`src/rtl/awg_chirp_sequencer_pkg.sv`:
```
// awg_chirp_sequencer_pkg: shared state encoding, control bits and default settings addresses
package awg_chirp_sequencer_pkg;
  typedef enum logic [1:0] {ST_WARMUP, ST_IDLE, ST_RUN, ST_DONE} state_t;
  localparam int CTRL_DOWN = 0;
  localparam int CTRL_CONT = 1;
  localparam logic [7:0] SR_FREQ_OFFSET_DEF = 8'd3;
  localparam logic [7:0] SR_TUNING_COEF_DEF = 8'd4;
  localparam logic [7:0] SR_COUNTER_MAX_DEF = 8'd5;
  localparam logic [7:0] SR_CTRL_WORD_DEF = 8'd6;
endpackage

```
`src/rtl/chirp_phase_accum.sv`:
```
// chirp_phase_accum: linear-FM frequency and phase accumulators with load/step/clear
module chirp_phase_accum (
  input  logic        clk,
  input  logic        reset_n,
  input  logic        load,
  input  logic        step,
  input  logic        clear,
  input  logic        keep,
  input  logic        down,
  input  logic [31:0] freq_init,
  input  logic [31:0] coef,
  output logic [31:0] phase
);
  logic [31:0] freq, phase_n, freq_n;
  always_comb begin
    phase_n = load ? (keep ? phase : '0) : clear ? '0 : step ? phase + freq : phase;
    freq_n = load ? freq_init : step ? (down ? freq - coef : freq + coef) : freq;
  end
  always_ff @(posedge clk or negedge reset_n) begin
    if (!reset_n) begin
      phase <= '0;
      freq <= '0;
    end else begin
      phase <= phase_n;
      freq <= freq_n;
    end
  end
endmodule

```
`src/rtl/awg_chirp_sequencer.sv`:
```
// awg_chirp_sequencer: chirp handshake responder, settings decode and linear-FM DDS phase stream
module awg_chirp_sequencer
  import awg_chirp_sequencer_pkg::*;
#(
  parameter logic [7:0]  SR_FREQ_OFFSET_ADDR = SR_FREQ_OFFSET_DEF,
  parameter logic [7:0]  SR_TUNING_COEF_ADDR = SR_TUNING_COEF_DEF,
  parameter logic [7:0]  SR_COUNTER_MAX_ADDR = SR_COUNTER_MAX_DEF,
  parameter logic [7:0]  SR_CTRL_WORD_ADDR = SR_CTRL_WORD_DEF,
  parameter logic [31:0] FREQ_OFFSET_INIT = 32'h0000_0000,
  parameter logic [31:0] TUNING_COEF_INIT = 32'h0000_0001,
  parameter logic [31:0] COUNTER_MAX_INIT = 32'h0000_0fff,
  parameter logic [31:0] CTRL_WORD_INIT = 32'h0000_0000,
  parameter int          WARMUP_CYCLES = 16
) (
  input  logic        clk,
  input  logic        reset_n,
  input  logic        set_stb,
  input  logic [7:0]  set_addr,
  input  logic [31:0] set_data,
  input  logic        dac_ready,
  input  logic        awg_init,
  input  logic        awg_enable,
  output logic        awg_ready,
  output logic        awg_active,
  output logic        awg_done,
  output logic [31:0] phase_out,
  output logic        phase_valid
);
  localparam logic [15:0] WARM_LAST = 16'(WARMUP_CYCLES - 1);
  state_t state, state_n;
  logic [31:0] freq_offset, tuning_coef, counter_max, coef_sh, cmax_sh, smp_cnt, phase;
  logic [1:0] ctrl, ctrl_sh;
  logic [15:0] warm_cnt;
  logic start, run;
  assign run = state == ST_RUN;
  assign start = (state == ST_IDLE) & awg_init & awg_enable & awg_ready;
  assign awg_active = run;
  assign phase_valid = run;
  assign awg_done = state == ST_DONE;
  assign phase_out = run ? phase : '0;
  // only the two defined control bits carry behaviour; reserved bits are not retained
  always_ff @(posedge clk or negedge reset_n) begin
    if (!reset_n) begin
      freq_offset <= FREQ_OFFSET_INIT;
      tuning_coef <= TUNING_COEF_INIT;
      counter_max <= COUNTER_MAX_INIT;
      ctrl <= CTRL_WORD_INIT[1:0];
    end else if (set_stb) begin
      if (set_addr == SR_FREQ_OFFSET_ADDR) freq_offset <= set_data;
      if (set_addr == SR_TUNING_COEF_ADDR) tuning_coef <= set_data;
      if (set_addr == SR_COUNTER_MAX_ADDR) counter_max <= set_data;
      if (set_addr == SR_CTRL_WORD_ADDR) ctrl <= set_data[1:0];
    end
  end
  always_ff @(posedge clk or negedge reset_n) begin
    if (!reset_n) begin
      state <= ST_WARMUP;
      warm_cnt <= '0;
      smp_cnt <= '0;
      coef_sh <= '0;
      cmax_sh <= '0;
      ctrl_sh <= '0;
      awg_ready <= 1'b0;
    end else begin
      state <= state_n;
      warm_cnt <= state == ST_WARMUP ? warm_cnt + 16'd1 : warm_cnt;
      smp_cnt <= start ? '0 : run ? smp_cnt + 32'd1 : smp_cnt;
      coef_sh <= start ? tuning_coef : coef_sh;
      cmax_sh <= start ? counter_max : cmax_sh;
      ctrl_sh <= start ? ctrl : ctrl_sh;
      awg_ready <= dac_ready & (state == ST_IDLE | state == ST_DONE) & ~start;
    end
  end
  always_comb begin
    state_n = state;
    unique case (state)
      ST_WARMUP: state_n = warm_cnt == WARM_LAST ? ST_IDLE : ST_WARMUP;
      ST_IDLE:   state_n = start ? ST_RUN : ST_IDLE;
      ST_RUN:    state_n = !awg_enable ? ST_IDLE : smp_cnt == cmax_sh ? ST_DONE : ST_RUN;
      default:   state_n = ST_IDLE;
    endcase
  end
  chirp_phase_accum u_accum (
    .clk(clk),
    .reset_n(reset_n),
    .load(start),
    .step(run),
    .clear(run & ~awg_enable & ~ctrl_sh[CTRL_CONT]),
    .keep(ctrl[CTRL_CONT]),
    .down(ctrl_sh[CTRL_DOWN]),
    .freq_init(freq_offset),
    .coef(coef_sh),
    .phase(phase)
  );
endmodule

```
`config.mk`:
```
export PLATFORM = sky130hd
export DESIGN_NAME = awg_chirp_sequencer
export DESIGN_NICKNAME = d
export VERILOG_FILES = /design/src/rtl/awg_chirp_sequencer_pkg.sv /design/src/rtl/chirp_phase_accum.sv /design/src/rtl/awg_chirp_sequencer.sv
export SDC_FILE = /design/constraint.sdc
export NUM_CORES = 1
export LEC_CHECK = 0
export CAP_MARGIN = 20
export CELL_PAD_IN_SITES_DETAIL_PLACEMENT = 1
export CELL_PAD_IN_SITES_GLOBAL_PLACEMENT = 1
export CORE_MARGIN = 3
export CORE_UTILIZATION = 45
export DETAILED_ROUTE_END_ITERATION = 12
export HOLD_SLACK_MARGIN = 0.02
export PLACE_DENSITY = 0.87
export SLEW_MARGIN = 40
export SYNTH_ARGS = -nofsm -noshare
export SYNTH_HDL_FRONTEND = slang
export SYNTH_SLANG_ARGS = --single-unit
```
`constraint.sdc`:
```
create_clock -name clk -period 6.8 [get_ports clk]
set_input_delay 2.04 -clock clk [delete_from_list [all_inputs] [get_ports clk]]
set_output_delay 2.04 -clock clk [all_outputs]
set_load 0.005 [all_outputs]
```
# == Yosys cells after proc, flatten, opt, wreduce, memory -nomap -nowiden ==
# Index checks and enable logic that the tools add are counted.
# op_classes
bitwise,11
reduce_logical,8
addsub,5
muxes,15
eq_ne,10
# op_table
operator,n
two-way mux 32 bit,10
adder 32 bit,2
"adder 32 x 1 -> 32 bit, second input constant",1
equality test 32 bit,1
subtractor 32 bit,1
"equality test 8 x 3 -> 1 bit, second input constant",3
"adder 16 x 1 -> 16 bit, second input constant",1
"equality test 16 x 4 -> 1 bit, second input constant",1
AND reduction 2 bit,5
"equality test 8 x 2 -> 1 bit, second input constant",1
bitwise AND 1 bit,7
one-hot mux 2 bit (3 select lines),1
"equality test 2 bit, second input constant",2
two-way mux 2 bit,2
inverter 1 bit,3
nonzero test 3 bit,1
"equality test 2 x 1 -> 1 bit, second input constant",1
zero test 2 bit,1
two-way mux 1 bit,2
"!= test 2 bit, second input constant",1
nonzero test 2 bit,1
OR 1 bit,1
# word_totals
output_inout_bits,36
register_bits,279
inputBits,46

# == Longest topological paths before layout ==
# logic_depth
word_depth,6
ltp_mapped,20

# == By module ==
# A second synthesis with hierarchy kept.
# unflattened
cells_unflattened,1447
area_unflattened_um2,15503.6
# by_module_without_submodules
module,cells_per_inst,area_each_um2,seq_area_each_um2,n_inst
awg_chirp_sequencer,673,9172.5,5396.4,1
chirp_phase_accum,774,6331.1,1601.5,1

# == Worst setup path before layout ==
# OpenSTA, ideal clock, no wires.
# synth_timing
kind,in2reg
startpoint,in set_addr[3]
endpoint,reg tuning_coef[10]
slack_ps,3054
setup_time_ps,125
cell_stages,5
required_ps,6675
arrival_time_ps,3621
path_cell_list,nor4_1 > nand4b_1 > nor3_1 > clkbuf_1 > mux2_2
# synth_between
elab_chain_cells,2
# synth_lines
item,line_no,rtl
"start, declared",awg_chirp_sequencer.sv:18,"input logic [7:0] set_addr,"
equality test 8 x 3 -> 1 bit,awg_chirp_sequencer.sv:50,if (set_addr == SR_TUNING_COEF_ADDR) tuning_coef <= set_data;
AND reduction 2 bit (no line),-,
"end signal, assigned",awg_chirp_sequencer.sv:50,
"end, declared",awg_chirp_sequencer.sv:31,"logic [31:0] freq_offset, tuning_coef, counter_max, coef_sh, cmax_sh, smp_cnt, phase;"
# Every way passes these cells.
# A chain may end at the register's enable or synchronous reset.

# == Worst setup path in the final report ==
# layout_timing
startpoint,reg coef_sh[1]
endpoint,reg u_accum.freq[31]
# layout_between
elab_chain_cells,4
elab_cells_between_ends,5
cone_classes,add/sub: 2; mux: 3
# layout_lines
item,line_no,rtl
"start, declared",awg_chirp_sequencer.sv:31,
"start signal, assigned",awg_chirp_sequencer.sv:68,coef_sh <= start ? tuning_coef : coef_sh;
adder 32 bit / subtractor 32 bit (equally long branches),chirp_phase_accum.sv:17,freq_n = load ? freq_init : step ? (down ? freq - coef : freq + coef) : freq;
two-way mux 32 bit * (3 in series),chirp_phase_accum.sv:17,
"end signal, assigned",chirp_phase_accum.sv:25,freq <= freq_n;
"end, declared",chirp_phase_accum.sv:14,"logic [31:0] freq, phase_n, freq_n;"
# Every way passes the cells marked *; elsewhere a longest branch is shown, timed or not. The select of a mux whose other input is x is not followed.

==> results.md <==
Status:
- The run finished with clean final reports.

Timing:
- The final period utilization is 69.2%.
- The slew at the pin closest to its max-slew limit is 0.814 ns.
- Based on the critical path, the design can be clocked at up to 212 MHz.
- Final hold analysis gives a worst-case slack of 0.471 ns.
- The clock skew after layout is 0.0345 ns.
- The max-slew violation count is 0.
- After layout, the minimum clock period comes to 4.71 ns.
- The worst slew margin relative to its limit is 45.6%.
- Setup repair after global routing left no endpoint under its margin.
- The sum of negative setup slack is 0 ns.
- The number of hold violations in the final report is 0.
- Setup violations remaining at the end of the flow were counted as 0.

Setup path:
- The slack of the worst reg-to-reg path is 2.09 ns.
- The category of the critical setup timing path is register to register.
- The endpoint of the worst-slack reg-to-reg timing path is u_accum.freq[31]$_DFFE_PN0P_.
- The reg-to-reg critical path startpoint is coef_sh[1]$_DFFE_PN0P_.
- The required arrival time at the worst endpoint is 7.20 ns.
- For the worst setup path, the data arrival time is 5.11 ns.
- The capturing element type of the critical path is a register.
- By instance count, the cell type seen most on the critical path is sky130_fd_sc_hd__a21oi_1.
- The largest individual stage delay along the critical path comes from the cell sky130_fd_sc_hd__or4_1.
- Measured in cells, the most critical reg-to-reg path has a length of 18.
- The signal on the critical path passes through inv_1 -> ha_1 -> nand2b_1 -> or4_1 -> nor4b_4 -> nand2_1 -> nor4_2 -> a21oi_1 -> xnor2_1 -> ha_1 -> a21oi_1 -> o21bai_1 -> a21oi_1 -> nand2b_1 -> o311ai_1 -> a31oi_1 -> xnor2_1 -> o21ai_1.
- STA classifies the critical path startpoint as a register.
- The timing endpoint of the critical path is u_accum.freq[31]$_DFFE_PN0P_.
- The delay of the slowest cell on the worst path is 0.54 ns.
- The largest fanout on the critical path is 5.
- The start point of the critical path is coef_sh[1]$_DFFE_PN0P_.

Synthesis:
- Summing every instance area after synthesis gives 15,100 sq um.
- In this run the mean area of a mapped cell was 10.0 sq um.
- During synthesis, Yosys emitted a total of 0 warnings.
- The count of flip-flops with a built-in enable after synthesis is 0.
- After technology mapping, the gate count stands at 1,509.
- The share of synthesized flip-flops with an asynchronous set or reset is 100%.
- Sequential cells were found to cover 46.2% of the synthesized design area.
- In the synthesized netlist the dominant register cell turns out to be sky130_fd_sc_hd__dfrtp_1.
- The number of distinct library cells after synthesis is 77.
- The number of nets produced by synthesis is 1,622.
- The synthesized design contains 279 register bits.

Die:
- The row count is 66.
- The area enclosed by the die boundary is 35,900 sq um.
- The core region is 32,900 sq um.
- The top-level port count is 82.
- The vertical die dimension is 189 microns.
- In this run the horizontal extent of the chip is 189 microns.
- The starting density of the core is 46.1%.

Routing:
- The routed length on met3 is 1.68 mm.
- After detailed routing, the number of vias per cell comes to 5.87.
- The first-pass detailed-route iteration total is 5.
- The number of remaining DRC errors is 0.
- The number of violations reported at the end of detailed-routing iteration 0 is 603.
- The top routing layer in use is met4.
- The count of nets left with antenna violations once routing finished came out at 0.
- The routed length on met2 is 23.1 mm.
- The routed design has 45.5 mm of wire.
- In the final routed layout, each cell accounts on average for 22.2 microns.
- The number of vias after detailed routing is 12,000.
- After detailed routing, the wire length on met1 is 18.7 mm.

Global routing:
- The via count of the first global-routing pass is 13,500.
- Entering global routing, the biggest net connects 125 pins.
- The first global-routing pass estimated 72.5 mm of wire.
- The total overflow reported by the global router is 0.
- The global-route total usage across every layer is 25.1%.
- The initial antenna violation count is 0.

Clock tree:
- The TritonCTS clock tree is done.
- CTS saw 279 sinks.
- The clock root buffer master is sky130_fd_sc_hd__clkbuf_16.
- The count of buffers added by post-CTS timing repair for setup is 0.
- The H-tree was split into 2 levels.
- The hold-fix buffer count after cts is 0.
- The later pin in the worst-skew pair is clocked with a latency of 0.54 ns.
- Buffers inserted during clock tree synthesis total 34.
- The clock-pin transition on the worst setup and hold timing paths is 0.06 ns.
- The post-cts sizing count is 0.
- The maximum clock path buffer count is 3.

Power and ir drop:
- The sequential share of power is 30.9%.
- Net switching is 41.6% of the power.
- For this design the static power due to leakage is 8.45 nW.
- The power share of the clock group is 23.5%.
- The design draws 7.97 mW.
- The areal power density over the cells is 452 nW/um^2.
- The switching power of the nets is 3.32 mW.
- The cell internal power dissipation is 4.66 mW.
- The proportion of power drawn by combinational gates is 45.6%.
- IR analysis of the VDD net gives a maximum drop of 0.248 mV.

Cells and area:
- In the layout the commonest cells are sky130_fd_sc_hd__dfrtp_1, sky130_fd_sc_hd__nand2_1, sky130_fd_sc_hd__mux2_2, sky130_fd_sc_hd__nor2_1, sky130_fd_sc_hd__xnor2_1.
- With fillers left out, the area of the finished cells amounts to 17,600 sq um.
- The area growth from synthesis to layout is 16.4%.
- The share of cells above drive strength 1 is 13.0%.
- The number of antenna diodes in the final layout is 0.
- The utilization after layout is 53.6%.
- The area of the multi-input gates is 7870 sq um.
- The filler cells instantiated in the layout total 3,671.
- At the end of the flow, the number of nets in the layout was 1,696.
- The leading cell type in the layout, fill and taps excluded is sky130_fd_sc_hd__dfrtp_1.
- The sequential cells in the finished layout cover a total of 7000 sq um.

Placed design:
- The congestion estimate from routability-driven global placement came to 0.854.
- The count of buffers inserted at the top-level ports is 81.
- Summed over all nets, the half-perimeter wirelength after detailed placement is 30.9 mm.
- After detailed placement, the total cell area comes to 16,500 sq um.

Job:
- The tool flagged a number of max-cap violations equal to 0.

Hold path:
- The type of the worst min-delay path is register to register.
==> state kept, by name, summed over array words and instances, names as in the netlist <==
name and count:
smp_cnt 32, ctrl 2, state 2, u_accum.phase 32, cmax_sh 32, coef_sh 32, awg_ready 1, warm_cnt 16
ctrl_sh 2, freq_offset 32, tuning_coef 32, u_accum.freq 32, counter_max 32
==> synth_stat cells, types with 13 or more instances <==
library cell,instances,area share [%]
sky130_fd_sc_hd__nand3_1,31,1.0
sky130_fd_sc_hd__dfstp_2,13,2.3
sky130_fd_sc_hd__a21oi_1,78,2.6
sky130_fd_sc_hd__a21o_1,29,1.4
sky130_fd_sc_hd__o21ai_1,23,0.76
sky130_fd_sc_hd__xor2_1,66,3.8
sky130_fd_sc_hd__nor4_1,13,0.54
sky130_fd_sc_hd__dfrtp_1,266,44
sky130_fd_sc_hd__xnor2_1,86,5.0
sky130_fd_sc_hd__inv_1,30,0.74
sky130_fd_sc_hd__nand2_1,241,6.0
sky130_fd_sc_hd__ha_1,65,5.4
sky130_fd_sc_hd__o21ai_0,45,1.5
sky130_fd_sc_hd__nand4_1,13,0.54
sky130_fd_sc_hd__nor3_1,21,0.69
sky130_fd_sc_hd__a22o_1,24,1.4
sky130_fd_sc_hd__nor2_1,90,2.2
sky130_fd_sc_hd__and2_1,34,1.4
sky130_fd_sc_hd__a22oi_1,26,1.3
sky130_fd_sc_hd__clkbuf_1,47,1.2
sky130_fd_sc_hd__mux2_2,99,7.4
==> critical path: cells and delay by family (launching register included) <==
family	cells	cell delay [ns]
fa+ha+maj	2	0.51
flops	1	0.40
xor+xnor	2	0.39
compound gates	7	1.24
buf+inv	1	0.10
simple gates	6	1.92
==> power by group through the flow <==
stage	Sequential (mW)	Combinational, mW	Clock, mW
floorplan	2.30	2.69	0
global placement	2.45	3.24	0
detailed placement	2.47	3.50	0
CTS	2.46	3.62	1.91
global route	2.51	4.00	1.97
finish	2.46	3.64	1.88
==> worst min path at each step <==
stage                                           start                 endpoint  slack, ns  cells past startpoint
final                     tuning_coef[31]$_DFFE_PN0P_  coef_sh[31]$_DFFE_PN0P_       0.47                      2
after global routing      counter_max[31]$_DFFE_PN0P_  cmax_sh[31]$_DFFE_PN0P_       0.50                      2
after CTS                 tuning_coef[31]$_DFFE_PN0P_  coef_sh[31]$_DFFE_PN0P_       0.47                      2
after detailed placement  tuning_coef[31]$_DFFE_PN0P_  coef_sh[31]$_DFFE_PN0P_       0.46                      2
after global placement    counter_max[14]$_DFFE_PN0P_  cmax_sh[14]$_DFFE_PN0P_       0.44                      2
after floorplan           counter_max[12]$_DFFE_PN0P_  cmax_sh[12]$_DFFE_PN0P_       0.43                      2
==> cell families after synthesis <==
kind of cell | after synthesis | share of synthesized area [%]
adder cells (fa/ha/maj) | 67 | 5.63
AND/OR/NAND/NOR | 509 | 15.8
flip-flops | 279 | 46.2
multiplexers | 102 | 7.56
XOR/XNOR | 153 | 8.90
buffers and inverters | 86 | 2.16
AO/OA/AOI/OAI | 313 | 13.8
==> per-stage QoR <==
stage	std cells	worst slack, ns
final	2044	2.09
after global routing	2044	1.89
after CTS	2043	2.14
after detailed placement	1988	2.15
after global placement	1986	2.16
after floorplan	1509	3.05
==> layout make-up <==
class	instances	share of cell area, %
inverters	31	0.674
flip-flops and latches	279	39.7
repair buffers	93	5.39
clock inverters	12	1.09
well taps	442	3.14
multi-input cells	1144	44.6
clock buffers	43	5.37
==> metal layers <==
layer  vias up  GRT usage [%]
li1       5430              -
met1      6169           29.9
met2       275           45.2
met3       130           3.48
met4         0           11.0
met5         -              0
(Power assumes the default switching activity.)
